**config.mk**
```make
export PLATFORM = sky130hd
export DESIGN_NAME = parking_exit_gate
export DESIGN_NICKNAME = d
export VERILOG_FILES = /design/src/rtl/parking_exit_gate.sv
export SDC_FILE = /design/constraint.sdc
export NUM_CORES = 1
export LEC_CHECK = 0
export BUFFER_PORTS_ARGS = -buffer_cell sky130_fd_sc_hd__buf_2
export CORE_AREA = 5 5 85 87
export CTS_CLUSTER_SIZE = 25
export DETAILED_ROUTE_END_ITERATION = 10
export DIE_AREA = 0 0 90 92
export PLACE_DENSITY = 0.66
export REMOVE_ABC_BUFFERS = 1
export SLEW_MARGIN = 5
export SYNTH_ARGS = -nofsm -noshare
export SYNTH_HDL_FRONTEND = slang
export SYNTH_SLANG_ARGS = --single-unit
```
**constraint.sdc**
```tcl
create_clock -name clk -period 2.8 [get_ports clk]
set_clock_uncertainty 0.1 [all_clocks]
set_input_delay 0.7 -clock clk [delete_from_list [all_inputs] [get_ports clk]]
set_output_delay 0.7 -clock clk [all_outputs]
set_load 0.005 [all_outputs]
```
**src/rtl/parking_exit_gate.sv**
```systemverilog
// rtl/parking_exit_gate.sv - exit barrier controller with occupancy count (option: PARKING_EXIT_OCC_DISPLAY_EN)
module parking_exit_gate #(
    parameter int CAPACITY    = 15,
    parameter int TICKET_WAIT = 4,
    parameter int OCC_W       = $clog2(CAPACITY + 1)
) (
    input  logic             clk,
    input  logic             reset,
    input  logic             sensor_exit_in,
    input  logic             sensor_exit_out,
    input  logic [1:0]       paid_code,
    input  logic             car_entered,
    output logic             GREEN_LED,
    output logic             RED_LED,
    output logic [6:0]       HEX_1,
    output logic [6:0]       HEX_2,
    output logic [OCC_W-1:0] occupancy,
    output logic             full
);

    typedef enum logic [2:0] {
        S_IDLE,
        S_WAIT_CODE,
        S_WRONG_CODE,
        S_OPEN,
        S_BLOCKED
    } state_t;

    localparam logic [6:0]       SEG_BLANK = 7'h7F;
    localparam logic [6:0]       SEG_P     = 7'b0001100;
    localparam logic [6:0]       SEG_D     = 7'b0100001;
    localparam logic [6:0]       SEG_E     = 7'b0000110;
    localparam logic [6:0]       SEG_6     = 7'b0000010;
    localparam logic [6:0]       SEG_0     = 7'b1000000;
    localparam logic [6:0]       SEG_5     = 7'b0010010;
    localparam logic [31:0]      WAIT_LAST = 32'(TICKET_WAIT);
    localparam logic [OCC_W-1:0] OCC_MAX   = OCC_W'(CAPACITY);
    localparam logic [OCC_W-1:0] OCC_ONE   = OCC_W'(1);

    state_t             state_q, state_d;
    logic [31:0]        wait_cnt_q, wait_cnt_d;
    logic [OCC_W-1:0]   occ_q, occ_d;
    logic               green_q, green_d;
    logic               red_q, red_d;
    logic [6:0]         hex1_q, hex1_d;
    logic [6:0]         hex2_q, hex2_d;
    logic               paid_ok;
    logic               exit_event;

`ifdef PARKING_EXIT_OCC_DISPLAY_EN
    logic [7:0] occ_wide;

    function automatic logic [6:0] hex7(input logic [3:0] v);
        case (v)
            4'h0: hex7 = 7'b1000000;
            4'h1: hex7 = 7'b1111001;
            4'h2: hex7 = 7'b0100100;
            4'h3: hex7 = 7'b0110000;
            4'h4: hex7 = 7'b0011001;
            4'h5: hex7 = 7'b0010010;
            4'h6: hex7 = 7'b0000010;
            4'h7: hex7 = 7'b1111000;
            4'h8: hex7 = 7'b0000000;
            4'h9: hex7 = 7'b0010000;
            4'hA: hex7 = 7'b0001000;
            4'hB: hex7 = 7'b0000011;
            4'hC: hex7 = 7'b1000110;
            4'hD: hex7 = 7'b0100001;
            4'hE: hex7 = 7'b0000110;
            default: hex7 = 7'b0001110;
        endcase
    endfunction
`endif

    assign paid_ok    = (paid_code == 2'b11);
    // Only a pass through the open barrier counts as an exit; leaving OPEN on the same edge keeps it single.
    assign exit_event = (state_q == S_OPEN) && sensor_exit_out;

    // Next state and settle counter; withdrawal is checked before the code.
    always_comb begin
        state_d = state_q;
        case (state_q)
            S_IDLE: begin
                if (sensor_exit_in && (occ_q != '0)) state_d = S_WAIT_CODE;
            end
            S_WAIT_CODE: begin
                if (!sensor_exit_in)                      state_d = S_IDLE;
                else if ((wait_cnt_q == WAIT_LAST) && paid_ok) state_d = S_OPEN;
                else if (wait_cnt_q == WAIT_LAST)         state_d = S_WRONG_CODE;
            end
            S_WRONG_CODE: begin
                if (!sensor_exit_in) state_d = S_IDLE;
                else if (paid_ok)    state_d = S_OPEN;
            end
            S_OPEN: begin
                if (sensor_exit_out && sensor_exit_in) state_d = S_BLOCKED;
                else if (sensor_exit_out)              state_d = S_IDLE;
            end
            S_BLOCKED: begin
                if (paid_ok) state_d = S_OPEN;
            end
            default: state_d = S_IDLE;
        endcase
        wait_cnt_d = ((state_q == S_WAIT_CODE) && (state_d == S_WAIT_CODE)) ? wait_cnt_q + 32'd1 : 32'd0;
    end

    // Saturating occupancy; a simultaneous entry and exit cancel out.
    always_comb begin
        occ_d = occ_q;
        if (car_entered && exit_event)            occ_d = occ_q;
        else if (car_entered && occ_q != OCC_MAX) occ_d = occ_q + OCC_ONE;
        else if (exit_event && occ_q != '0)       occ_d = occ_q - OCC_ONE;
    end

    // LED and display values derived from the current state, toggling LEDs invert their last value.
    always_comb begin
        green_d = 1'b0;
        red_d   = 1'b0;
        hex1_d  = SEG_BLANK;
        hex2_d  = SEG_BLANK;
`ifdef PARKING_EXIT_OCC_DISPLAY_EN
        occ_wide = 8'(occ_q);
`endif
        case (state_q)
            S_IDLE: begin
`ifdef PARKING_EXIT_OCC_DISPLAY_EN
                hex1_d = hex7(occ_wide[7:4]);
                hex2_d = hex7(occ_wide[3:0]);
`else
                hex1_d = SEG_BLANK;
                hex2_d = SEG_BLANK;
`endif
            end
            S_WAIT_CODE: begin
                red_d  = 1'b1;
                hex1_d = SEG_P;
                hex2_d = SEG_D;
            end
            S_WRONG_CODE: begin
                red_d  = ~red_q;
                hex1_d = SEG_E;
                hex2_d = SEG_E;
            end
            S_OPEN: begin
                green_d = ~green_q;
                hex1_d  = SEG_6;
                hex2_d  = SEG_0;
            end
            S_BLOCKED: begin
                red_d  = ~red_q;
                hex1_d = SEG_5;
                hex2_d = SEG_P;
            end
            default: ;
        endcase
    end

    // All state, counters and output registers.
    always_ff @(posedge clk) begin
        if (reset) begin
            state_q    <= S_IDLE;
            wait_cnt_q <= 32'd0;
            occ_q      <= '0;
            green_q    <= 1'b0;
            red_q      <= 1'b0;
            hex1_q     <= SEG_BLANK;
            hex2_q     <= SEG_BLANK;
        end else begin
            state_q    <= state_d;
            wait_cnt_q <= wait_cnt_d;
            occ_q      <= occ_d;
            green_q    <= green_d;
            red_q      <= red_d;
            hex1_q     <= hex1_d;
            hex2_q     <= hex2_d;
        end
    end

    assign GREEN_LED = green_q;
    assign RED_LED   = red_q;
    assign HEX_1     = hex1_q;
    assign HEX_2     = hex2_q;
    assign occupancy = occ_q;
    assign full      = (occ_q == OCC_MAX);

endmodule

```
==> flow_summary.yaml <==
synth:
  ys_ff_latch: 49
  synth_area_per_cell_um2: 8.64
  synth_cells: 288
  yosys-top-cells-count: "49 x dfxtp_1, 27 x nor3_1, 18 x a211oi_1"
  synth_ff_type: "dfxtp_1"
  ys.warnings.count: 0
  synth_enable_flop_cells: 0
  synth_cell_type_count: 44
  post-synth-top-count-cell: "dfxtp_1"
  async_flop_share: 0
  synth_area_leaders: "dfxtp_1 39%, a211oi_1 5.4%, nor3_1 5.4%, or4_1 4.2%, xnor2_1 3.5%"
  synth_top_area_cell: "dfxtp_1"
  synth_top_area_frac: 0.394
  ys_seq_area_frac: 0.394
  netlist_area_um2: 2490
worst_hold_path:
  worstHoldPathType: "register to register"
power:
  p_switching_uw: 314
  irDropWorstVdd_uv: 221
  total_leakage_power_uw: 0.000874
  p_int_uw: 1020
  power_density_nw_per_um2: 484
  p_clk_frac: 0.365
  pwr-share-seq: 0.547
  comb_power_share: 0.088
  swShare: 0.235
timing:
  timing.hold.ws_ns: 0.317
  rsz0062_at_grt: "no"
  finalHoldViolations: 0
  drv_slew: 0
  setup_viol: 0
  period_minus_slack_ns: 2.46
  fin_tns_setup_ns: 0
  worst_pin_slew_ns: 0.520
  slew_headroom: 0.653
  post-route-period-util: 0.877
  fmax_mhz: 407
critical_path:
  crit_fanout: 7
  reg2reg_depth: 7
  rrSetupSlack_ns: 0.34
  r2r-start: "occupancy[0]$_SDFFE_PP0P_"
  crit_start: "occupancy[0]$_SDFFE_PP0P_"
  end_kind: "register"
  cp-endpoint: "occupancy[3]$_SDFFE_PP0P_"
  crit_type: "register to register"
  critPathLaunchType: "register"
  critPathArrivalTime_ns: 2.54
  crit_required_ns: 2.89
  regToRegEndpoint: "occupancy[3]$_SDFFE_PP0P_"
global_routing:
  gr-total-overflow: 0
  grt_use_total: 0.127
  antenna_found_initial: 0
  grt_pass1_vias: 1983
  grt_max_degree: 32
  grt_first_pass_wirelength_mm: 9.07
detailed_routing:
  vias_per_cell: 5.75
  first_pass_iters: 4
  wirelength_mm: 5.28
  postRouteAntennaNets: 0
  drtIter0Drc: 74
  via_count: 2195
  drc_errors: 0
  drt-wirelength-per-cell_um: 13.8
die:
  rows: 29
  initial_core_util: 0.396
  coreArea_um2: 6280
  die_w_um: 90
  io_pins: 28
  die-area_um2: 8280
  die_y_um: 92
clocking:
  clk_latency_ns: 0.30
  root_buffer: "clkbuf_8"
  clk_pin_slew_worst_paths_ns: 0.09
  htreeDepth: 2
  hold_buffers: 0
  cts_sinks: 49
  cts_buffer_depth: 2
  cts_made_buffers: 5
  cts_tree: "built"
  post_cts_buffers: 0
  cts_resized: 0
layout:
  fill_cells: 642
  drive_gt1_frac: 0.141
  nNetsFinal: 317
  final_cells: 382
  diodes: 0
  area.growth.synth_to_final_pct: 10.7
placed_design:
  io_buffers: 27
  place_inst: 375
  routabilityCongestion: 0.865
  dp_hpwl_mm: 3.62
run_status:
  status: "finished, final reports clean"
run:
  cap_violations: 0
==> cell type report <==
type | count | area, um2 | area share
tap | 77 | 96.3 | 0.0350
inverter | 12 | 45.0 | 0.0164
sequential | 49 | 981 | 0.356
multi-input combinational | 206 | 1360 | 0.495
clock inverter | 2 | 35.0 | 0.0127
timing repair buffer | 31 | 165 | 0.0600
clock buffer | 5 | 68.8 | 0.0250
==> sequential cells by signal, summed over array words and instances, names as in the netlist <==
name	cells
GREEN_LED	1
HEX_1	5
HEX_2	3
RED_LED	1
occupancy	4
state_q	3
wait_cnt_q	32
==> worst min path at each step <==
| stage | start | to | cells past startpoint |
|---|---|---|---|
| CTS | GREEN_LED$_SDFF_PP0_ | GREEN_LED$_SDFF_PP0_ | 1 |
| global placement | GREEN_LED$_SDFF_PP0_ | GREEN_LED$_SDFF_PP0_ | 1 |
| detailed placement | GREEN_LED$_SDFF_PP0_ | GREEN_LED$_SDFF_PP0_ | 1 |
| global route | GREEN_LED$_SDFF_PP0_ | GREEN_LED$_SDFF_PP0_ | 1 |
| floorplan | GREEN_LED$_SDFF_PP0_ | GREEN_LED$_SDFF_PP0_ | 1 |
| finish | GREEN_LED$_SDFF_PP0_ | GREEN_LED$_SDFF_PP0_ | 1 |
==> worst max-delay path: stages (launching register included) <==
cell and delay (ns):
dfxtp_1 0.47, nand4_1 0.27, nand2_1 0.22, ha_1 0.29
and3_1 0.21, a211o_1 0.26, a22oi_1 0.18, mux2_2 0.35
==> logic make-up (layout without fill, tap and decap cells) <==
| family | count (synthesis) | count (layout) | synth area share |
|---|---|---|---|
| xor gates and xnor gates | 14 | 14 | 0.0493 |
| and+or+nand+nor | 127 | 127 | 0.292 |
| DFF | 49 | 49 | 0.394 |
| adders and majority gates | 5 | 5 | 0.0282 |
| muxes | 4 | 4 | 0.0166 |
| buffers and inverters | 33 | 50 | 0.0599 |
| AOI/OAI and AO/OA | 56 | 56 | 0.159 |
==> layout by cell type (no fill, tap or decap), types with 4 or more instances in the layout <==
cell type,count
inv_1,12
or3_1,12
nor2_1,8
nand4_1,7
buf_2,27
xnor2_1,10
buf_4,4
nand3_1,14
nor4_1,9
clkbuf_8,5
xor2_1,4
o21ai_0,8
nand2_1,15
or4_1,14
a21o_1,4
o31ai_1,11
nor3_1,27
and3_1,5
nand2b_1,4
a211oi_1,18
ha_1,4
dfxtp_1,49
==> routing by layer <==
metal / GRT usage / part of all wire / up-vias
met5: 0 / 0 / -
met2: 0.212 / 0.49 / 20
li1: - / - / 1124
met4: 0.0385 / 0.0047 / 0
met3: 0.0237 / 0.024 / 2
met1: 0.168 / 0.48 / 1049
==> power by group through the flow <==
stage / logic (uW) / clock network (uW) / registers [uW]
2_1_floorplan: 66.3 / 0 / 745
3_3_place_gp: 116 / 0 / 746
3_5_place_dp: 119 / 0 / 746
4_1_cts: 119 / 503 / 730
5_1_grt: 132 / 529 / 733
6_report: 117 / 486 / 730
==> metrics by stage <==
| stage | cell area, um2 | total power, uW | setup slack [ns] | utilization |
|---|---|---|---|---|
| 2_1_floorplan | 2380 | 811 | 0.372 | - |
| 3_3_place_gp | 2650 | 862 | 0.348 | 0.422 |
| 6_report | 2750 | 1330 | 0.344 | 0.439 |
| 3_5_place_dp | 2650 | 865 | 0.281 | 0.422 |
| 5_1_grt | 2750 | 1390 | 0.192 | 0.439 |
| 4_1_cts | 2750 | 1350 | 0.354 | 0.439 |
(Power assumes the default switching activity.)
